===== src/rtl/boot_bus_translator_pkg.sv =====
`default_nettype none
// +----------------------------------------------------------------------------+
// | Package     : boot_bus_pkg                                                 |
// | Description : Shared types and constants for the boot-control to          |
// |               AHB-Lite burst translator: HTRANS encoding, FSM state        |
// |               encoding, fixed HSIZE/HBURST values and the beat count.      |
// | Revision    : 1.0  initial release                                         |
// +----------------------------------------------------------------------------+
package boot_bus_pkg;

  typedef enum logic [1:0] {
    HTRANS_IDLE   = 2'b00,
    HTRANS_BUSY   = 2'b01,
    HTRANS_NONSEQ = 2'b10,
    HTRANS_SEQ    = 2'b11
  } htrans_t;

  // FSM state encoding kept as explicit-width constants for compatibility
  // with existing tooling that inspects raw state values.
  typedef logic [2:0] state_t;
  localparam state_t ST_IDLE  = 3'd0;
  localparam state_t ST_ADDR  = 3'd1;
  localparam state_t ST_BURST = 3'd2;
  localparam state_t ST_LAST  = 3'd3;
  localparam state_t ST_ERR   = 3'd4;
  localparam state_t ST_DONE  = 3'd5;

  localparam logic [2:0] HSIZE_WORD   = 3'b010;
  localparam logic [2:0] HBURST_INCR4 = 3'b011;

  localparam int BEATS = 4;

endpackage
`default_nettype wire


===== src/rtl/boot_bus_translator_if.sv =====
`default_nettype none
// +----------------------------------------------------------------------------+
// | Interface   : boot_bus_translator_if                                       |
// | Description : Bundles the boot-control request bus and the AHB-Lite        |
// |               master bus of the translator.                                |
// |   master modport : translator side (responder on boot-control bus,         |
// |                    master on AHB-Lite)                                     |
// |   slave modport  : environment side (boot control + AHB-Lite slave)        |
// | Signals     : bootControl_bus_go/addr/write/RW (request in),               |
// |               bootControl_bus_done/rdData/err (completion out),            |
// |               HADDR/HTRANS/HWRITE/HSIZE/HBURST/HWDATA (AHB out),           |
// |               HRDATA/HREADY/HRESP (AHB in)                                 |
// | Revision    : 1.0  initial release                                         |
// +----------------------------------------------------------------------------+
interface boot_bus_translator_if
  import boot_bus_pkg::*;
#(
  parameter int pAHB_ADDR_WIDTH    = 32,
  parameter int pAHB_DATA_WIDTH    = 32,
  parameter int pPAYLOAD_SIZE_BITS = 128
);

  logic                          bootControl_bus_go;
  logic [pAHB_ADDR_WIDTH-1:0]    bootControl_bus_addr;
  logic [pPAYLOAD_SIZE_BITS-1:0] bootControl_bus_write;
  logic                          bootControl_bus_RW;
  logic                          bootControl_bus_done;
  logic [pPAYLOAD_SIZE_BITS-1:0] bootControl_bus_rdData;
  logic                          bootControl_bus_err;

  logic [pAHB_ADDR_WIDTH-1:0]    HADDR;
  htrans_t                       HTRANS;
  logic                          HWRITE;
  logic [2:0]                    HSIZE;
  logic [2:0]                    HBURST;
  logic [pAHB_DATA_WIDTH-1:0]    HWDATA;
  logic [pAHB_DATA_WIDTH-1:0]    HRDATA;
  logic                          HREADY;
  logic                          HRESP;

  modport master (
    input  bootControl_bus_go, bootControl_bus_addr, bootControl_bus_write,
           bootControl_bus_RW, HRDATA, HREADY, HRESP,
    output bootControl_bus_done, bootControl_bus_rdData, bootControl_bus_err,
           HADDR, HTRANS, HWRITE, HSIZE, HBURST, HWDATA
  );

  modport slave (
    output bootControl_bus_go, bootControl_bus_addr, bootControl_bus_write,
           bootControl_bus_RW, HRDATA, HREADY, HRESP,
    input  bootControl_bus_done, bootControl_bus_rdData, bootControl_bus_err,
           HADDR, HTRANS, HWRITE, HSIZE, HBURST, HWDATA
  );

endinterface
`default_nettype wire


===== src/rtl/boot_bus_translator.sv =====
`default_nettype none
// +----------------------------------------------------------------------------+
// | Module      : boot_bus_translator                                          |
// | Description : Turns each 128-bit boot-control request into a single        |
// |               AHB-Lite INCR4 burst of four 32-bit beats and returns the    |
// |               assembled read payload (or a completion) with a one-cycle    |
// |               done pulse. err qualifies done (1 = burst aborted).          |
// | Ports       : clk, rst (async, active-high)                                |
// |               bus  boot_bus_translator_if.master                           |
// |                 request : bootControl_bus_go/addr/write/RW                 |
// |                 reply   : bootControl_bus_done/rdData/err                  |
// |                 AHB     : HADDR/HTRANS/HWRITE/HSIZE/HBURST/HWDATA out,     |
// |                           HRDATA/HREADY/HRESP in                           |
// | Options     : BUS_TIMEOUT_EN - abort a beat after pTIMEOUT_CYCLES          |
// |               consecutive HREADY=0 cycles (done with err=1).               |
// | Revision    : 1.0  initial release                                         |
// +----------------------------------------------------------------------------+
module boot_bus_translator
  import boot_bus_pkg::*;
#(
  parameter int pAHB_ADDR_WIDTH    = 32,
  parameter int pAHB_DATA_WIDTH    = 32,
  parameter int pPAYLOAD_SIZE_BITS = 128,
  parameter int pTIMEOUT_CYCLES    = 256
) (
  input  wire                   clk,
  input  wire                   rst,
  boot_bus_translator_if.master bus
);

  // Burst base is 16-byte aligned: the low nibble of the request address is dropped.
  localparam logic [pAHB_ADDR_WIDTH-1:0] c_align_mask = ~pAHB_ADDR_WIDTH'(4'hF);

  if ((pPAYLOAD_SIZE_BITS != BEATS * pAHB_DATA_WIDTH) || (pTIMEOUT_CYCLES < 1)) begin : g_param_check
    $error("boot_bus_translator: payload must be 4 data words and timeout must be >= 1");
  end

  state_t                        r_state;
  logic [1:0]                    r_beat;      // beat index of the address phase on the bus
  logic [pAHB_ADDR_WIDTH-1:0]    r_base;
  logic [pPAYLOAD_SIZE_BITS-1:0] r_payload;

  logic [pAHB_ADDR_WIDTH-1:0]    r_haddr;
  htrans_t                       r_htrans;
  logic                          r_hwrite;
  logic [pAHB_DATA_WIDTH-1:0]    r_hwdata;
  logic                          r_done;
  logic                          r_err;
  logic [pPAYLOAD_SIZE_BITS-1:0] r_rd_data;

  logic [1:0]                    w_next_beat;
  logic [1:0]                    w_cap_idx;
  logic                          w_timeout;

  assign w_next_beat = r_beat + 2'd1;
  // In BURST the data phase lags the address phase by one beat; in LAST it is beat 3.
  assign w_cap_idx   = (r_state == ST_LAST) ? 2'd3 : (r_beat - 2'd1);

`ifdef BUS_TIMEOUT_EN
  localparam int TO_W = $clog2(pTIMEOUT_CYCLES + 1);

  logic [TO_W-1:0] r_to_cnt;
  logic            w_busy;

  assign w_busy = (r_state == ST_ADDR) || (r_state == ST_BURST) ||
                  (r_state == ST_LAST) || (r_state == ST_ERR);

  always_ff @(posedge clk or posedge rst) begin
    if (rst) begin
      r_to_cnt <= '0;
    end else if (!w_busy || bus.HREADY) begin
      r_to_cnt <= '0;
    end else begin
      r_to_cnt <= r_to_cnt + TO_W'(1);
    end
  end

  // Fires on the stalled cycle that brings the count to pTIMEOUT_CYCLES.
  assign w_timeout = w_busy && !bus.HREADY && (r_to_cnt == TO_W'(pTIMEOUT_CYCLES - 1));
`else
  assign w_timeout = 1'b0;
`endif

  always_ff @(posedge clk or posedge rst) begin
    if (rst) begin
      r_state   <= ST_IDLE;
      r_beat    <= 2'd0;
      r_base    <= '0;
      r_payload <= '0;
      r_haddr   <= '0;
      r_htrans  <= HTRANS_IDLE;
      r_hwrite  <= 1'b0;
      r_hwdata  <= '0;
      r_done    <= 1'b0;
      r_err     <= 1'b0;
      r_rd_data <= '0;
    end else begin
      r_done <= 1'b0;
      if (w_timeout) begin
        r_htrans <= HTRANS_IDLE;
        r_state  <= ST_DONE;
        r_done   <= 1'b1;
        r_err    <= 1'b1;
      end else begin
        case (r_state)
          ST_IDLE: begin
            if (bus.bootControl_bus_go) begin
              r_base    <= bus.bootControl_bus_addr & c_align_mask;
              r_payload <= bus.bootControl_bus_write;
              r_haddr   <= bus.bootControl_bus_addr & c_align_mask;
              r_hwrite  <= bus.bootControl_bus_RW;
              r_htrans  <= HTRANS_NONSEQ;
              r_beat    <= 2'd0;
              r_err     <= 1'b0;
              r_state   <= ST_ADDR;
            end
          end

          ST_ADDR: begin
            if (bus.HREADY) begin
              r_hwdata <= r_payload[0 +: pAHB_DATA_WIDTH];
              r_haddr  <= r_base | pAHB_ADDR_WIDTH'({w_next_beat, 2'b00});
              r_htrans <= HTRANS_SEQ;
              r_beat   <= w_next_beat;
              r_state  <= ST_BURST;
            end
          end

          ST_BURST: begin
            if (bus.HRESP && !bus.HREADY) begin
              // First cycle of a two-cycle ERROR response: cancel the rest of the burst.
              r_htrans <= HTRANS_IDLE;
              r_state  <= ST_ERR;
            end else if (bus.HREADY) begin
              if (!r_hwrite) begin
                r_rd_data[int'(w_cap_idx)*pAHB_DATA_WIDTH +: pAHB_DATA_WIDTH] <= bus.HRDATA;
              end
              r_hwdata <= r_payload[int'(r_beat)*pAHB_DATA_WIDTH +: pAHB_DATA_WIDTH];
              if (r_beat == 2'd3) begin
                r_htrans <= HTRANS_IDLE;
                r_state  <= ST_LAST;
              end else begin
                r_haddr <= r_base | pAHB_ADDR_WIDTH'({w_next_beat, 2'b00});
                r_beat  <= w_next_beat;
              end
            end
          end

          ST_LAST: begin
            if (bus.HRESP && !bus.HREADY) begin
              r_state <= ST_ERR;
            end else if (bus.HREADY) begin
              if (!r_hwrite) begin
                r_rd_data[int'(w_cap_idx)*pAHB_DATA_WIDTH +: pAHB_DATA_WIDTH] <= bus.HRDATA;
              end
              r_done  <= 1'b1;
              r_err   <= 1'b0;
              r_state <= ST_DONE;
            end
          end

          ST_ERR: begin
            // Wait out the second ERROR cycle before reporting.
            if (bus.HREADY) begin
              r_done  <= 1'b1;
              r_err   <= 1'b1;
              r_state <= ST_DONE;
            end
          end

          ST_DONE: begin
            r_err    <= 1'b0;
            r_hwrite <= 1'b0;
            r_state  <= ST_IDLE;
          end

          default: begin
            r_htrans <= HTRANS_IDLE;
            r_state  <= ST_IDLE;
          end
        endcase
      end
    end
  end

  assign bus.HADDR                  = r_haddr;
  assign bus.HTRANS                 = r_htrans;
  assign bus.HWRITE                 = r_hwrite;
  assign bus.HSIZE                  = HSIZE_WORD;
  assign bus.HBURST                 = HBURST_INCR4;
  assign bus.HWDATA                 = r_hwdata;
  assign bus.bootControl_bus_done   = r_done;
  assign bus.bootControl_bus_err    = r_err;
  assign bus.bootControl_bus_rdData = r_rd_data;

endmodule
`default_nettype wire


===== src/flat_wrapper.sv =====
// flat-port wrapper written by rule: the top's interface ports become plain ports
module boot_bus_translator_flat import boot_bus_pkg::*;
#(
  parameter int pAHB_ADDR_WIDTH    = 32,
  parameter int pAHB_DATA_WIDTH    = 32,
  parameter int pPAYLOAD_SIZE_BITS = 128,
  parameter int pTIMEOUT_CYCLES    = 256
)
  (clk, rst, bus_bootControl_bus_go, bus_bootControl_bus_addr, bus_bootControl_bus_write, bus_bootControl_bus_RW, bus_HRDATA, bus_HREADY, bus_HRESP, bus_bootControl_bus_done, bus_bootControl_bus_rdData, bus_bootControl_bus_err, bus_HADDR, bus_HTRANS, bus_HWRITE, bus_HSIZE, bus_HBURST, bus_HWDATA);
  boot_bus_translator_if #(.pAHB_ADDR_WIDTH(pAHB_ADDR_WIDTH), .pAHB_DATA_WIDTH(pAHB_DATA_WIDTH), .pPAYLOAD_SIZE_BITS(pPAYLOAD_SIZE_BITS)) bus_i ();
  input  wire clk;
  input  wire rst;
  input wire logic [$bits(bus_i.bootControl_bus_go)-1:0] bus_bootControl_bus_go;
  input wire logic [$bits(bus_i.bootControl_bus_addr)-1:0] bus_bootControl_bus_addr;
  input wire logic [$bits(bus_i.bootControl_bus_write)-1:0] bus_bootControl_bus_write;
  input wire logic [$bits(bus_i.bootControl_bus_RW)-1:0] bus_bootControl_bus_RW;
  input wire logic [$bits(bus_i.HRDATA)-1:0] bus_HRDATA;
  input wire logic [$bits(bus_i.HREADY)-1:0] bus_HREADY;
  input wire logic [$bits(bus_i.HRESP)-1:0] bus_HRESP;
  output wire logic [$bits(bus_i.bootControl_bus_done)-1:0] bus_bootControl_bus_done;
  output wire logic [$bits(bus_i.bootControl_bus_rdData)-1:0] bus_bootControl_bus_rdData;
  output wire logic [$bits(bus_i.bootControl_bus_err)-1:0] bus_bootControl_bus_err;
  output wire logic [$bits(bus_i.HADDR)-1:0] bus_HADDR;
  output wire logic [$bits(bus_i.HTRANS)-1:0] bus_HTRANS;
  output wire logic [$bits(bus_i.HWRITE)-1:0] bus_HWRITE;
  output wire logic [$bits(bus_i.HSIZE)-1:0] bus_HSIZE;
  output wire logic [$bits(bus_i.HBURST)-1:0] bus_HBURST;
  output wire logic [$bits(bus_i.HWDATA)-1:0] bus_HWDATA;
  assign bus_i.bootControl_bus_go = bus_bootControl_bus_go;
  assign bus_i.bootControl_bus_addr = bus_bootControl_bus_addr;
  assign bus_i.bootControl_bus_write = bus_bootControl_bus_write;
  assign bus_i.bootControl_bus_RW = bus_bootControl_bus_RW;
  assign bus_i.HRDATA = bus_HRDATA;
  assign bus_i.HREADY = bus_HREADY;
  assign bus_i.HRESP = bus_HRESP;
  assign bus_bootControl_bus_done = bus_i.bootControl_bus_done;
  assign bus_bootControl_bus_rdData = bus_i.bootControl_bus_rdData;
  assign bus_bootControl_bus_err = bus_i.bootControl_bus_err;
  assign bus_HADDR = bus_i.HADDR;
  assign bus_HTRANS = bus_i.HTRANS;
  assign bus_HWRITE = bus_i.HWRITE;
  assign bus_HSIZE = bus_i.HSIZE;
  assign bus_HBURST = bus_i.HBURST;
  assign bus_HWDATA = bus_i.HWDATA;
  boot_bus_translator #(.pAHB_ADDR_WIDTH(pAHB_ADDR_WIDTH), .pAHB_DATA_WIDTH(pAHB_DATA_WIDTH), .pPAYLOAD_SIZE_BITS(pPAYLOAD_SIZE_BITS), .pTIMEOUT_CYCLES(pTIMEOUT_CYCLES)) u_core (.clk(clk), .rst(rst), .bus(bus_i));
endmodule

===== config.mk =====
export PLATFORM = sky130hd
export DESIGN_NAME = boot_bus_translator_flat
export DESIGN_NICKNAME = d
export VERILOG_FILES = /design/src/rtl/boot_bus_translator_pkg.sv /design/src/rtl/boot_bus_translator_if.sv /design/src/rtl/boot_bus_translator.sv /design/src/flat_wrapper.sv
export SDC_FILE = /design/constraint.sdc
export NUM_CORES = 1
export LEC_CHECK = 0
export CAP_MARGIN = 10
export CORE_MARGIN = 4
export CORE_UTILIZATION = 49
export DETAILED_ROUTE_END_ITERATION = 16
export PLACE_DENSITY_LB_ADDON = 0.2
export SLEW_MARGIN = 5
export SYNTH_ARGS = -nofsm -noshare
export SYNTH_HDL_FRONTEND = slang
export SYNTH_SLANG_ARGS = --single-unit

===== constraint.sdc =====
create_clock -name clk -period 15.5 [get_ports clk]
set_input_delay 1.55 -clock clk [delete_from_list [all_inputs] [get_ports clk]]
set_output_delay 1.55 -clock clk [all_outputs]
set_load 0.02 [all_outputs]

Yosys cells after proc, flatten, opt, wreduce, memory -nomap -nowiden. Index checks and enable logic that the tools add are counted.

Add/sub/neg operators: 3. $mul: 0. Div/mod/pow operators: 0. Order comparisons: 0. Eq/ne operators: 16. Shifts and indexed selects: 3. Mux-type cells: 42. Bitwise logic cells: 4. Reductions and logical operators: 17.

Operators with widths (number): $mux W32 (8); $bwmux W128 (1); $shift A32 B33 Y128 const A (1); $shiftx A128 B8 Y32 (1); $shiftx A32 B33 Y128 (1); $pmux W32 S3 (1); $pmux W32 S2 (1); $neg A7 Y33 (1); $or A32 B4 Y32 (1); $mux W2 (11); $mux W3 (7); $ne A2 B2 Y1 const B (8); $pmux W3 S5 (1); $reduce_and A4 Y1 (3); $reduce_and A5 Y1 (2); $pmux W2 S4 (1); $mux W1 (7); $eq A3 B2 Y1 const B (2); $eq A3 B3 Y1 const B (2); $pmux W2 S3 (1); $reduce_and A6 Y1 (1); $pmux W1 S2 (2); $pmux W1 S4 (1); $reduce_and A2 Y1 (2); other kinds (15) (18).

Register bits: 358. Latch bits: 0. Bits in writable memories: 0. Bits in read-only memories: 0. Input bits: 198. Memories kept: 0.

Depth between registers and ports, before layout. Gate-level depths: netlist of the first run.

Depth after elaboration: 6. Mapped depth: 10. Gate-level depth less buffers: 7.

Worst setup path after synthesis of the first run. Ideal clock, no wire load.

Path kind: input to register. Start: in bus_bootControl_bus_go. End: reg u_core.r_payload[0]. Library setup time: 0.127 ns. Arrival time: 2.709 ns. Path slack: 12.664 ns. Stages on the path: 5. Buffers on the path: 2. Cells stage by stage: or3b_4 > nor2_2 > buf_4 > buf_6 > mux2_1.

Cells in the longest elaborated chain, start to end: 1.

RTL lines: from (decl) (RTL line flat_wrapper.sv:13) `input wire logic [$bits(bus_i.bootControl_bus_go)-1:0] bus_bootControl_bus_go;`; $reduce_and A2 Y1 (no source line); to (signal assigned) (RTL line boot_bus_translator.sv:109) `r_payload <= bus.bootControl_bus_write;`; to (decl) (RTL line boot_bus_translator.sv:41) `logic [pPAYLOAD_SIZE_BITS-1:0] r_payload;`.

No other way between the ends. A chain may end at the register's enable or synchronous reset.

Final worst setup path of the first run.
Start: in bus_bootControl_bus_go. End: reg u_core.r_payload[126].

Same word-level chain as after synthesis.

==> reports/qor.txt, run 1 <==
clk slew on worst S/H paths: 0.06 ns
Pwr Density: 207 nW/µm²
FF-to-FF End: u_core.r_payload[126]
critical path class: in -> reg
effective utilization at floorplan: 0.496
Global Route Usage Sum: 0.239
R2R Setup Slk: 11.97 ns
#FFs+latches synth: 354
post-CTS sizing: 0
DR vias: 11500
Clock Latency Late Sink: 0.53 ns
Slew @ Worst Pin: 1.12 ns
warnings from Yosys: 0
Hold Crit Depth: 2
GR peak layer: met2
MaxCap Viol Count: 0
syn_area_per_cell: 10.9 µm²
PortBufs: 388
Final setup viols: 0
Clock Tree Root: clkbuf_16
Post-synth EDFFs: 0
Worst EP required: 15.90 ns
VDD IR max: 0.121 mV
initial antenna violation count: 8
DRT Pass-1 Iters: 5
detailed-route DRC error count: 0
Tcrit/Tclk final: 0.285
Worst R2R Path Depth: 5
grt total ovfl: 0
met2 Usage GRT: 0.392
Max clock buf depth: 3
chip height: 184 µm
Core Box Area: 30500 µm²
RSZ-0062 raised after global routing: false
WL/cell: 19.2 µm
first-pass GRT wire length: 64100 µm
total CTS buffers: 39
critical path startpoint category: input port
setup_tns: 0 ns
nets: 1941
H-tree Lvls: 2
DP Area: 19200 µm²
Fillers: 2358
sequential fraction of the synthesis area: 0.585
CTS tree: done
cts hold-fix bufs: 0
placed wire-length estimate: 27700 µm
pre-CTS WS: 10.47 ns
most frequent cells in the layout: 388 x clkdlybuf4s50_1, 352 x dfrtp_1, 266 x nand2_1, 159 x o21ai_0, 140 x mux2_1
via/cell ratio: 5.33
First DRT Iteration DRCs: 823
clock skew: 0.0211 ns
Highest Clock Rate: 226 MHz
Final ANT Viol Nets: 0
reg2reg start: u_core.r_state[0]
Area Growth Syn to Fin: 34.9%
Max Transition Viols Final: 0
Leak: 8.59 nW
num rows: 64
die width: 184 µm
Multi-input gate area: 5620 µm²
Sink Count: 354
share of cells above drive strength 1: 0.0624
Main synth FF type: dfrtp_1
vias in the first global route: 11500
Yosys cell types: 45
FF+latch area: 8860 µm²
endpoint type of the worst setup path: register
post-route design area: 20400 µm²
Final Critical Period: 4.42 ns
share of synthesized registers carrying an async set or reset: 1.00
final wirelength: 41600 µm
Final WS setup: 11.08 ns
worst hold slack: 0.474 ns
worst-path maximum fanout: 83
Syn Std Cell Area: 15100 µm²
Final Util: 0.669
cells after synthesis: 1389
WHS Endpoint: u_core.bus.bootControl_bus_rdData[32]
Setup Buffers After CTS: 0
most common cell after layout, fill and taps aside: clkdlybuf4s50_1
Fin. Hold Viols: 0
GPL Wtd Cong: 0.808
die area: 33800 µm²
Slew headroom: 0.252
M3 GR Usage: 0.0732
Hold Crit Class: reg -> reg
largest net degree at the start of global routing: 132
worst hold start: u_core.bus.bootControl_bus_rdData[32]
met1 Usage GRT: 0.301
status: completed
CP arrival: 4.83 ns
I/O pin total: 401
[synthesized netlist by cell type (2+ instances only)]
library cell | count | area share
mux2i_1 | 61 | 0.040
a21oi_1 | 66 | 0.022
o21ai_0 | 159 | 0.053
nor2b_1 | 4 | 0.0017
ha_1 | 4 | 0.0033
o22ai_1 | 2 | 0.00083
dfrtp_1 | 354 | 0.58
nor2_1 | 35 | 0.0087
clkbuf_1 | 50 | 0.012
nand2b_1 | 33 | 0.014
mux2_1 | 140 | 0.10
a22oi_1 | 2 | 0.00099
and2_1 | 3 | 0.0012
buf_6 | 15 | 0.011
nand3_1 | 33 | 0.011
conb_1 | 2 | 0.00050
nand3b_1 | 3 | 0.0015
buf_4 | 10 | 0.0050
o21ai_1 | 39 | 0.013
nand2_1 | 266 | 0.066
inv_1 | 39 | 0.0097
buf_2 | 30 | 0.0099
mux2_2 | 17 | 0.013
[worst max-delay path, cell delays in order]
cell and delay [ns]:
clkdlybuf4s50_1 0.53, or3b_4 0.44, nor2_4 0.09, buf_4 0.74, buf_4 0.97, mux2_2 0.41
[where the power goes]
| part | total [mW] | internal (mW) | switching, mW |
|---|---|---|---|
| logic | 1.74 | 0.788 | 0.954 |
| registers | 1.58 | 1.33 | 0.246 |
| clock network | 0.900 | 0.537 | 0.362 |
[cell families (layout without fill, tap and decap cells)]
| group | after synthesis | after routing | share of synthesized area |
|---|---|---|---|
| simple gates | 387 | 387 | 0.110 |
| compound gates | 278 | 278 | 0.0949 |
| xor+xnor | 1 | 1 | 0.000578 |
| buf+inv | 145 | 512 | 0.0483 |
| fa+ha+maj | 4 | 4 | 0.00331 |
| flops | 354 | 354 | 0.585 |
| other cells | 2 | 14 | 0.000496 |
| mux | 218 | 218 | 0.157 |
[how the worst max path moves through the flow]
stage	slack, ns	endpoint	cells past startpoint	start
after floorplan	4.13	u_core.bus.HADDR[10]	1	rst
after global placement	10.50	u_core.r_payload[125]	6	bus_bootControl_bus_go
after detailed placement	10.47	u_core.r_payload[125]	6	bus_bootControl_bus_go
after CTS	11.01	u_core.r_payload[125]	6	bus_bootControl_bus_go
after global routing	10.88	u_core.r_payload[126]	6	bus_bootControl_bus_go
final	11.08	u_core.r_payload[126]	6	bus_bootControl_bus_go
[state kept, by name, indices dropped and copies added, names as in the netlist]
signal,count
u_core.bus.HADDR,29
u_core.bus.HTRANS,2
u_core.bus.HWDATA,32
u_core.bus.HWRITE,1
u_core.bus.bootControl_bus_done,1
u_core.bus.bootControl_bus_err,1
u_core.bus.bootControl_bus_rdData,128
u_core.r_base,28
u_core.r_beat,1
u_core.r_payload,128
u_core.r_state,3
[per-layer routing]
layer  wire (µm)  part of all wire
met5          61            0.0015
met4        1330             0.032
met3        3770             0.090
met2       20200              0.48
met1       16300              0.39
[through the flow]
stage	std cells	power (mW)
after floorplan	1395	2.64
after global placement	2094	3.29
after detailed placement	2094	3.35
after CTS	2158	4.26
after global routing	2162	4.48
final	2164	4.22
[final cells by class]
class / instances / area share
clock inverter: 12 / 0.00582
multi-input combinational: 896 / 0.275
inverter: 39 / 0.00754
antenna: 6 / 0.000735
timing repair buffer: 409 / 0.198
sequential: 354 / 0.434
tap: 396 / 0.0243
clock buffer: 52 / 0.0547
Power figures use the tool's default switching activity.
==> run 2, diff against run 1 <==
CORE_UTILIZATION = 44   (was 49)
clock period = 3.7 ns   (was 15.5 ns; I/O delays follow)
==> run 2 against run 1 <==
Sequential share of layout area decreased by 0.37 points; die area increased by 11%; register-to-register slack got worse by 11 ns; non-clock buffer count increased by 10; core utilization decreased by 5.8 points.
==> reports/qor.txt, run 2 (synthesis gave the netlist of run 1 again) <==
detailed-route DRC error count: 0
Clock Tree Root: clkbuf_16
grt total ovfl: 0
vias in the first global route: 11800
Fillers: 2854
H-tree Lvls: 2
critical path startpoint category: register
Highest Clock Rate: 368 MHz
endpoint type of the worst setup path: output pin
num rows: 67
share of cells above drive strength 1: 0.0654
Max clock buf depth: 3
clock skew: 0.0222 ns
Sink Count: 354
I/O pin total: 401
MaxCap Viol Count: 0
post-CTS sizing: 0
post-route insts no fill: 2230
Leak: 8.63 nW
Tcrit/Tclk final: 0.734
FF+latch area: 8860 µm²
cts hold-fix bufs: 0
initial antenna violation count: 8
chip height: 194 µm
Slew headroom: 0.406
effective utilization at floorplan: 0.449
Cells after DPL: 2156
Global Route Usage Sum: 0.224
die area: 37400 µm²
DP Area: 19400 µm²
Worst EP required: 3.33 ns
status: completed
First DRT Iteration DRCs: 573
GPL Wtd Cong: 0.827
WL/cell: 19.1 µm
total CTS buffers: 39
VDD IR max: 0.580 mV
Core Box Area: 33700 µm²
most frequent cells in the layout: 388 x clkdlybuf4s50_1, 352 x dfrtp_1, 266 x nand2_1, 159 x o21ai_0, 140 x mux2_1
CTS tree: done
first-pass GRT wire length: 68500 µm
RSZ-0062 raised after global routing: false
worst-path maximum fanout: 21
Final setup viols: 0
PortBufs: 388
Setup Buffers After CTS: 0
most common cell after layout, fill and taps aside: clkdlybuf4s50_1
Final ANT Viol Nets: 0
Hold Crit Class: in -> async
final wirelength: 42700 µm
Final Critical Period: 2.71 ns
CP arrival: 2.34 ns
critical path class: reg -> out
DRT Pass-1 Iters: 5
nets: 1951
clk slew on worst S/H paths: 0.06 ns
Clock Latency Late Sink: 0.52 ns
largest net degree at the start of global routing: 106
die width: 194 µm
Fin. Hold Viols: 0
post-route design area: 20600 µm²
DR vias: 11400
Area Growth Syn to Fin: 36.0%
Pwr Density: 860 nW/µm²
placed wire-length estimate: 28800 µm
setup_tns: 0 ns
Slew @ Worst Pin: 0.889 ns
via/cell ratio: 5.11
Max Transition Viols Final: 0
Multi-input gate area: 5620 µm²
run 2: cell count changes in the layout (fill, tap and decap cells not counted), sizes merged:
| cell | delta |
|---|---|
| diode | +1 |
| clkinv | -4 |
| inv | -2 |
| clkbuf | +10 |
| buf | +10 |
| clkinvlp | +1 |
| bufinv | -2 |
run 2: path summary, 6_finish.rpt:
path | start | cells after the start | endpoint | slack, ns
setup reg to reg | u_core.r_state[2] | 8 | u_core.bus.bootControl_bus_rdData[16] | 1.20
max in group asynchronous | rst | 3 | u_core.bus.bootControl_bus_rdData[8] | 2.59
setup / recovery | u_core.bus.HADDR[3] | 3 | bus_HADDR[3] | 0.99
min in group clk | bus_bootControl_bus_write[56] | 2 | u_core.r_payload[56] | 0.44
hold / removal | rst | 2 | u_core.bus.bootControl_bus_rdData[55] | 0.27
hold reg to reg | u_core.r_payload[86] | 1 | u_core.r_payload[86] | 0.48
run 2: metrics by stage:
stage          setup slack, ns   util  hold slack [ns]  total power, mW
2_1_floorplan            -1.41      -            0.448             11.0
3_3_place_gp              1.05  0.575            0.458             13.9
4_1_cts                  0.942  0.611            0.278             17.9
3_5_place_dp              1.02  0.575            0.466             14.1
5_1_grt                  0.898  0.611            0.306             18.9
6_report                 0.985  0.611            0.268             17.7
run 2: layer usage:
metal	routed length [µm]	share of wire	global-route usage	vias up
met3	3220	0.075	0.0677	72
met5	24	0.00056	0	-
met1	17900	0.42	0.294	5584
met4	1230	0.029	0.0774	4
met2	20300	0.47	0.359	356
li1	-	-	-	5382
run 2: layout make-up:
class / count / area share
antenna: 7 / 0.000850
clock buffer: 62 / 0.0575
clock inverter: 5 / 0.00134
inverter: 39 / 0.00729
multi-input combinational: 896 / 0.273
sequential: 354 / 0.430
tap: 448 / 0.0272
timing repair buffer: 419 / 0.203
run 2: critical path, stage by stage (launching register included):
cell and delay, ns:
dfrtp_2 0.35, buf_4 0.36, buf_4 0.40, clkdlybuf4s50_1 0.68
run 2: where the power goes:
group          internal, mW  switching, mW
Combinational          3.37           4.10
Clock                  2.19           1.51
Sequential             5.59          0.950
==> run 3, diff against run 2 <==
CORE_UTILIZATION = 49   (was 44)
clock period = 2.83 ns   (was 3.7 ns; I/O delays follow)
==> run 3 against run 2 <==
Sequential power up 29%; critical endpoint unchanged; largest power group unchanged; critical path depth down 1; count of clock-buffer cells in the layout down 8; worst setup slack worse by 0.66 ns; critical path type unchanged.
==> reports/qor.txt, run 3 (synthesis gave the netlist of run 1 again) <==
critical path startpoint category: register
Internal: 14.8 mW
P_sw: 8.59 mW
I/O pin total: 401
Leak: 8.70 nW
vias in the first global route: 12100
Max clock buf depth: 3
cts hold-fix bufs: 0
chip height: 184 µm
Final Util: 0.677
worst hold slack: 0.170 ns
Setup Buffers After CTS: 0
share of cells above drive strength 1: 0.0703
Area Growth Syn to Fin: 36.5%
first-pass GRT wire length: 66400 µm
placed wire-length estimate: 28200 µm
most frequent cells in the layout: 388 x clkdlybuf4s50_1, 352 x dfrtp_1, 266 x nand2_1, 159 x o21ai_0, 140 x mux2_1
Max Transition Viols Final: 0
Final ANT Viol Nets: 0
Sink Count: 354
die area: 33800 µm²
Slew @ Worst Pin: 0.739 ns
worst path cell trace: buf_4 -> clkdlybuf4s50_1
most common cell after layout, fill and taps aside: clkdlybuf4s50_1
Global Route Usage Sum: 0.246
PortBufs: 388
Cells after DPL: 2107
nets: 1953
Final Critical Period: 2.51 ns
Clock Tree Root: clkbuf_16
Clock Latency Late Sink: 0.52 ns
biggest cell delay along the critical path: 0.74 ns
Tcrit/Tclk final: 0.887
CP arrival: 2.23 ns
crit path buf inv count: 2
CTS tree: done
grt total ovfl: 0
GPL Wtd Cong: 0.809
post-CTS sizing: 0
Fin. Hold Viols: 0
DR vias: 11600
DRT Pass-1 Iters: 6
Core Box Area: 30500 µm²
critical path class: reg -> out
Hold Crit Class: in -> async
endpoint type of the worst setup path: output pin
post-route insts no fill: 2182
status: completed
initial antenna violation count: 7
Critical-path top delay cell: clkdlybuf4s50_1
Tot Pwr: 23.4 mW
clk slew on worst S/H paths: 0.06 ns
H-tree Lvls: 2
Slew headroom: 0.507
total CTS buffers: 38
Sw Ratio: 0.367
First DRT Iteration DRCs: 568
MaxCap Viol Count: 0
largest net degree at the start of global routing: 90
num rows: 64
detailed-route DRC error count: 0
via/cell ratio: 5.33
RSZ-0062 raised after global routing: false
Reg power frac: 0.362
worst-path maximum fanout: 37
combinational share of power: 0.424
Highest Clock Rate: 399 MHz
Pwr Density: 1130 nW/µm²
Final setup viols: 0
WL/cell: 19.2 µm
final wirelength: 41900 µm
effective utilization at floorplan: 0.496
clock skew: 0.0127 ns
die width: 184 µm
VDD IR max: 0.691 mV
clock share of power: 0.214
Worst EP required: 2.55 ns
CP top delay family: buffers and inverters
-- run 3: cell count changes in the layout (fill, tap and decap cells not counted) --
cell,before,now
buf_12,5,9
clkbuf_8,8,5
bufinv_16,0,3
clkbuf_1,13,8
buf_4,26,25
clkinv_2,4,9
clkinvlp_4,2,3
-- run 3: layer usage --
layer  part of all wire  track usage
met1               0.40        0.312
met2               0.48        0.406
met3              0.087       0.0700
met4              0.032       0.0893
met5            0.00062            0
-- run 3: worst register-to-register path, delay by kind of cell (launching register included) --
| family | cells | cell delay (ns) |
|---|---|---|
| AO/OA/AOI/OAI | 1 | 0.20 |
| adder cells (fa/ha/maj) | 1 | 0.31 |
| flip-flops | 1 | 0.52 |
| buffers and inverters | 2 | 0.40 |
| AND/OR/NAND/NOR | 4 | 0.85 |
-- run 3: area by class of cell --
type                    count  area (µm²)
repair buffers            422        4250
diodes                      7        17.5
clock inverters            14         150
flip-flops and latches    354        8860
inverters                  39         150
clock buffers              54        1120
fillers                  2338        9840
well taps                 396         495
multi-input cells         896        5620
-- run 3: worst paths after layout --
path                                              start                                    end  slack [ns]  cells after the start
hold reg to reg                    u_core.r_payload[85]                   u_core.r_payload[85]        0.48                      1
max in group asynchronous                           rst                  u_core.r_payload[103]        1.81                      3
setup / recovery                    u_core.bus.HADDR[3]                           bus_HADDR[3]        0.32                      2
setup reg to reg                      u_core.r_state[0]  u_core.bus.bootControl_bus_rdData[40]        0.46                      8
min in group clk           bus_bootControl_bus_write[8]                    u_core.r_payload[8]        0.36                      2
hold / removal                                      rst                   u_core.bus.HADDR[25]        0.17                      2
-- run 3: per-stage QoR --
stage                     setup WS, ns  TNS (ns)  instance area, µm²
after floorplan                  -2.20   -777.16               15200
after global placement           0.458         0               19400
after detailed placement         0.454         0               19400
after CTS                        0.286         0               20700
after global routing             0.225         0               20700
final                            0.321         0               20700
-- run 3: power groups by stage --
stage	clock [mW]	sequential [mW]	combinational, mW
after detailed placement	0	8.52	9.99
after global placement	0	8.43	9.75
after global routing	5.34	8.74	10.9
after CTS	5.12	8.46	10.0
after floorplan	0	9.52	4.92
final	5.01	8.46	9.93
==> variant 1 (flow settings as in run 2) <==
The option `BUS_TIMEOUT_EN` is turned on by a define.
--- a/src/rtl/boot_bus_translator.sv
+++ b/src/rtl/boot_bus_translator.sv
@@ -17,2 +17,4 @@
 // +----------------------------------------------------------------------------+
+`define BUS_TIMEOUT_EN
+
 module boot_bus_translator
Function: not settled (the Yosys comparison gave no result); the edit may change what the design does.
==> variant 1 against run 2 <==
- sequential share of layout area is 0.33 points higher
- worst setup slack better by 0.088 ns
- worst hold slack worse by 0.12 ns
- cell area is 1.7% higher
- die area is 2.1% higher
- via count is 0.12% lower
- clock power hardly changed
- sequential cell count is 9 higher
- wire length hardly changed
- total power is 1.3% lower
- area after synthesis is 2.2% higher
- critical endpoint is now u_core.bus.HADDR[8]$_DFFE_PP0P_
- largest cell class unchanged
- highest routed layer unchanged
==> variant 1: results (changes against run 2) <==
- Final setup margin: 1.07 ns (was 0.985 ns)
- Family with the most delay on the worst path: flip-flops (was buffers and inverters)
- Synth warn: 0 (unchanged)
- Setup crit end: u_core.bus.HADDR[8]$_DFFE_PP0P_ (was bus_HADDR[3])
- First-pass GRT wire length: 67.4 mm (was 68.5 mm)
- DP Worst Slack: 0.903 ns (was 1.02 ns)
- Drt initial violations: 638 (was 573)
- Least-Margin Pin Slew: 0.858 ns (was 0.889 ns)
- Worst-skew pair later-pin latency: 0.51 ns
- CP max stage cell: dfrtp_1 (was clkdlybuf4s50_1)
- Status: complete, no violations (unchanged)
- Worst Skew: 0.0105 ns (was 0.0222 ns)
- Vias/cell: 5.20 (was 5.11)
- TritonCTS Buffers: 39 (unchanged)
- Ranking of synthesized cells by area: dfrtp_1 (59%), mux2_2 (15%), nand2_1 (7.4%), o21ai_0 (4.0%), mux2i_1 (2.3%) (was dfrtp_1 (58%), mux2_1 (10%), nand2_1 (6.6%), o21ai_0 (5.3%), mux2i_1 (4.0%))
- Placed Area: 19700 sq um (was 19400 sq um)
- Placer Congestion: 0.802 (was 0.827)
- CP Data Arrival Time: 3.02 ns (was 2.34 ns)
- Routed WL per cell: 19.5 microns (was 19.1 microns)
- Post-DP HPWL: 29.2 mm (was 28.8 mm)
- Crit path largest cell delay: 0.75 ns (was 0.68 ns)
- Synth unique cells: 46 (was 45)
- GRT Total Usage: 0.219 (was 0.224)
- Detailed Routing Iterations Pass 1: 5 (unchanged)
- VDD IR max: 0.589 mV (was 0.580 mV)
- # Post-CTS Setup Buffers: 0 (unchanged)
- Fraction of layout cells with a size suffix above 1: 0.174 (was 0.0654)
- Final net count: 1912 (was 1951)
- Worst Setup SP: u_core.r_state[0]$_DFFE_PP0P_ (was u_core.bus.HADDR[3]$_DFFE_PP0P_)
- Hold Crit Class: input pin to asynchronous set/reset pin (unchanged)
- Initial antenna violation count: 6 (was 8)
- CTS root buffer: clkbuf_16 (unchanged)
- Deepest clock path buffer count: 3 (unchanged)
- H-tree Lvls: 2 (unchanged)
- Most common library cells after synthesis: dfrtp_1 (363), nand2_1 (306), mux2_2 (212) (was dfrtp_1 (354), nand2_1 (266), o21ai_0 (159))
- Post-CTS Resized: 0 (unchanged)
- Sequential area share after synthesis: 0.587 (was 0.585)
- PortBufs: 388 (unchanged)
- Critical Path Fanout Max: 30 (was 21)
- Largest net degree at the start of global routing: 126 (was 106)
- Reg clk slew, reported paths: 0.06 ns (about the same)
- FILL cells: 2834 (was 2854)
- Leakage: 8.57 nW (was 8.63 nW)
- Number of global-route vias before repair: 11631 (was 11793)
- Reg2Reg Depth: 4 (was 8)
- Async set or reset register ratio after synthesis: 1.00 (unchanged)
==> variant 1: metal layers <==
| layer | vias to the layer above | share of wire | track usage |
|---|---|---|---|
| li1 | 5337 | - | - |
| met1 | 5652 | 0.41 | 0.283 |
| met2 | 315 | 0.48 | 0.358 |
| met3 | 74 | 0.078 | 0.0654 |
| met4 | 6 | 0.027 | 0.0672 |
| met5 | - | 0.00094 | 0 |
==> variant 1: kinds of logic (layout without fill, tap and decap cells) <==
family          count (synthesis)  after routing  share of synthesized area
buf+inv                       115            494                     0.0356
fa+ha+maj                       8              8                    0.00647
compound gates                247            247                     0.0943
xor+xnor                        7              7                    0.00445
simple gates                  356            356                     0.0940
flops                         363            363                      0.587
mux                           248            248                      0.178
other cells                     2             11                   0.000485
==> variant 1: area by class of cell <==
| type | instances | area (sq um) | area share |
|---|---|---|---|
| sequential | 363 | 9080 | 0.433 |
| multi-input combinational | 874 | 5890 | 0.281 |
| timing repair buffer | 416 | 4160 | 0.198 |
| clock buffer | 60 | 1150 | 0.0547 |
| tap | 455 | 569 | 0.0272 |
| clock inverter | 6 | 57.6 | 0.00275 |
| inverter | 12 | 48.8 | 0.00233 |
| antenna | 3 | 7.51 | 0.000358 |
==> variant 1: report_power, final <==
part	leakage, nW	switching (mW)	internal (mW)
clock network	0.588	1.52	2.19
registers	4.58	0.869	5.57
logic	3.41	3.67	3.66
total	8.57	6.06	11.4
==> variant 1: per-stage QoR <==
stage,hold slack [ns],instances
6_report,0.146,2189
5_1_grt,0.147,2189
4_1_cts,0.130,2186
3_5_place_dp,0.470,2120
3_3_place_gp,0.461,2120
2_1_floorplan,0.448,1352
==> variant 2 (flow settings as in run 2) <==
Without the edit above. `pAHB_ADDR_WIDTH` is set to 32 in 3 places; all go to 64.
--- a/src/rtl/boot_bus_translator_if.sv
+++ b/src/rtl/boot_bus_translator_if.sv
@@ -17,3 +17,3 @@
 #(
-  parameter int pAHB_ADDR_WIDTH    = 32,
+  parameter int pAHB_ADDR_WIDTH    = 64,
   parameter int pAHB_DATA_WIDTH    = 32,
--- a/src/rtl/boot_bus_translator.sv
+++ b/src/rtl/boot_bus_translator.sv
@@ -20,3 +20,3 @@
 #(
-  parameter int pAHB_ADDR_WIDTH    = 32,
+  parameter int pAHB_ADDR_WIDTH    = 64,
   parameter int pAHB_DATA_WIDTH    = 32,
--- a/src/flat_wrapper.sv
+++ b/src/flat_wrapper.sv
@@ -3,3 +3,3 @@
 #(
-  parameter int pAHB_ADDR_WIDTH    = 32,
+  parameter int pAHB_ADDR_WIDTH    = 64,
   parameter int pAHB_DATA_WIDTH    = 32,
Interface: changed (resized bus_HADDR and bus_bootControl_bus_addr); port bits go from 401 to 465. The function was not compared with the original's and may differ.
==> variant 2 against run 2 <==
- clock power grew 26%
- sequential cell count grew 64
- worst setup slack lost 0.14 ns
- worst hold slack lost 0.056 ns
- area after synthesis grew 16%
- cell area grew 17%
- fmax shrank 5.0%
- wire length grew 16%
- total power grew 20%
==> variant 2: results (changes against run 2) <==
- Worst-skew pair later-pin latency: 0.56 ns (was 0.52 ns)
- Sequential area share after synthesis: 0.594 (was 0.585)
- Final net count: 2182 (was 1951)
- Worst Skew: 0.0161 ns (was 0.0222 ns)
- Fraction of layout cells with a size suffix above 1: 0.104 (was 0.0654)
- Family with the most delay on the worst path: simple AND/OR/NAND/NOR gates (was buffers and inverters)
- Placed Area: 22500 sq um (was 19400 sq um)
- Total Wirelength: 49.3 mm (was 42.7 mm)
- First-pass GRT wire length: 76.4 mm (was 68.5 mm)
- Leakage: 10.1 nW (was 8.63 nW)
- Crit path largest cell delay: 0.75 ns (was 0.68 ns)
- TritonCTS Buffers: 45 (was 39)
- Most common library cells after synthesis: dfrtp_1 (418), nand2_1 (265), o21ai_0 (134) (was dfrtp_1 (354), nand2_1 (266), o21ai_0 (159))
- Async set or reset register ratio after synthesis: 1.00 (unchanged)
- Largest net degree at the start of global routing: 121 (was 106)
- CP max stage cell: dfrtp_1 (was clkdlybuf4s50_1)
- Number of global-route vias before repair: 13425 (was 11793)
- Max-slew headroom: 0.289 (was 0.406)
- FILL cells: 3263 (was 2854)
- Final non-filler cell total: 2514 (was 2230)
- PortBufs: 452 (was 388)
- Initial antenna violation count: 12 (was 8)
- Critical Path Fanout Max: 32 (was 21)
- Status: complete, no violations (unchanged)
- Vias/cell: 5.15 (was 5.11)
- Deepest clock path buffer count: 3 (unchanged)
- GRT Total Usage: 0.219 (was 0.224)
- Drt initial violations: 771 (was 573)
- Placer Congestion: 0.833 (was 0.827)
- DP Worst Slack: 0.910 ns (was 1.02 ns)
- Ranking of synthesized cells by area: dfrtp_1 (59%), mux2_1 (6.4%), nand2_1 (5.6%), mux2_2 (5.6%), mux2i_1 (5.3%) (was dfrtp_1 (58%), mux2_1 (10%), nand2_1 (6.6%), o21ai_0 (5.3%), mux2i_1 (4.0%))
- Synth unique cells: 46 (was 45)
- Post-DP HPWL: 33.6 mm (was 28.8 mm)
- VDD IR max: 0.693 mV (was 0.580 mV)
- Syn Inst Count: 1526 (was 1389)
- Switching power: 7.68 mW (was 6.57 mW)
## variant 2: cell types whose count changed after synthesis, sizes merged, moves of 33 or more
| cell | change |
|---|---|
| a21oi | +33 |
| mux2i | +33 |
| o21ai | -33 |
| dfrtp | +64 |
## variant 2: layout make-up
cell class,instances,area [sq um],share of cell area
diodes,9,22.5,0.000934
clock inverters,14,214,0.00887
multi-input cells,992,6550,0.272
well taps,525,657,0.0272
clock buffers,65,1330,0.0553
repair buffers,484,4840,0.201
flip-flops and latches,418,10500,0.434
inverters,7,30.0,0.00125
## variant 2: kinds of logic (layout without fill, tap and decap cells)
group / Yosys count / in the layout / share of synthesized area
compound gates: 311 / 311 / 0.0984
mux: 282 / 282 / 0.174
flops: 418 / 418 / 0.594
other cells: 2 / 17 / 0.000426
fa+ha+maj: 4 / 4 / 0.00284
buf+inv: 122 / 570 / 0.0374
simple gates: 386 / 386 / 0.0930
xor+xnor: 1 / 1 / 0.000497
## variant 2: power groups by stage
stage / clock [mW] / combinational [mW] / sequential [mW]
after floorplan: 0 / 4.80 / 8.42
after global placement: 0 / 8.84 / 7.55
after detailed placement: 0 / 9.04 / 7.65
after CTS: 4.78 / 9.08 / 7.59
after global routing: 4.95 / 9.67 / 7.83
final: 4.67 / 8.94 / 7.59
## variant 2: path summary, 6_finish.rpt
| path | from | endpoint | slack [ns] | cells after the start |
|---|---|---|---|---|
| max | u_core.r_state[0]$_DFFE_PP0P_ | u_core.bus.bootControl_bus_rdData[81]$_DFFE_PP0P_ | 0.84 | 8 |
| min | rst | u_core.bus.bootControl_bus_rdData[39]$_DFFE_PP0P_ | 0.21 | 2 |
| max reg2reg | u_core.r_state[0]$_DFFE_PP0P_ | u_core.bus.bootControl_bus_rdData[81]$_DFFE_PP0P_ | 0.84 | 8 |
| min reg2reg | u_core.bus.bootControl_bus_rdData[14]$_DFFE_PP0P_ | u_core.bus.bootControl_bus_rdData[14]$_DFFE_PP0P_ | 0.48 | 2 |
| max in group asynchronous | rst | u_core.bus.bootControl_bus_rdData[81]$_DFFE_PP0P_ | 2.44 | 3 |
| min in group clk | bus_bootControl_bus_write[108] | u_core.r_payload[108]$_DFFE_PP0P_ | 0.41 | 2 |
## variant 2: metal layers
| layer | vias up | wire length, microns | GRT usage | part of all wire |
|---|---|---|---|---|
| li1 | 6066 | - | - | - |
| met1 | 6382 | 19600 | 0.265 | 0.40 |
| met2 | 412 | 24300 | 0.372 | 0.49 |
| met3 | 81 | 3830 | 0.0674 | 0.078 |
| met4 | 6 | 1530 | 0.0820 | 0.031 |
| met5 | - | 36 | 0 | 0.00073 |
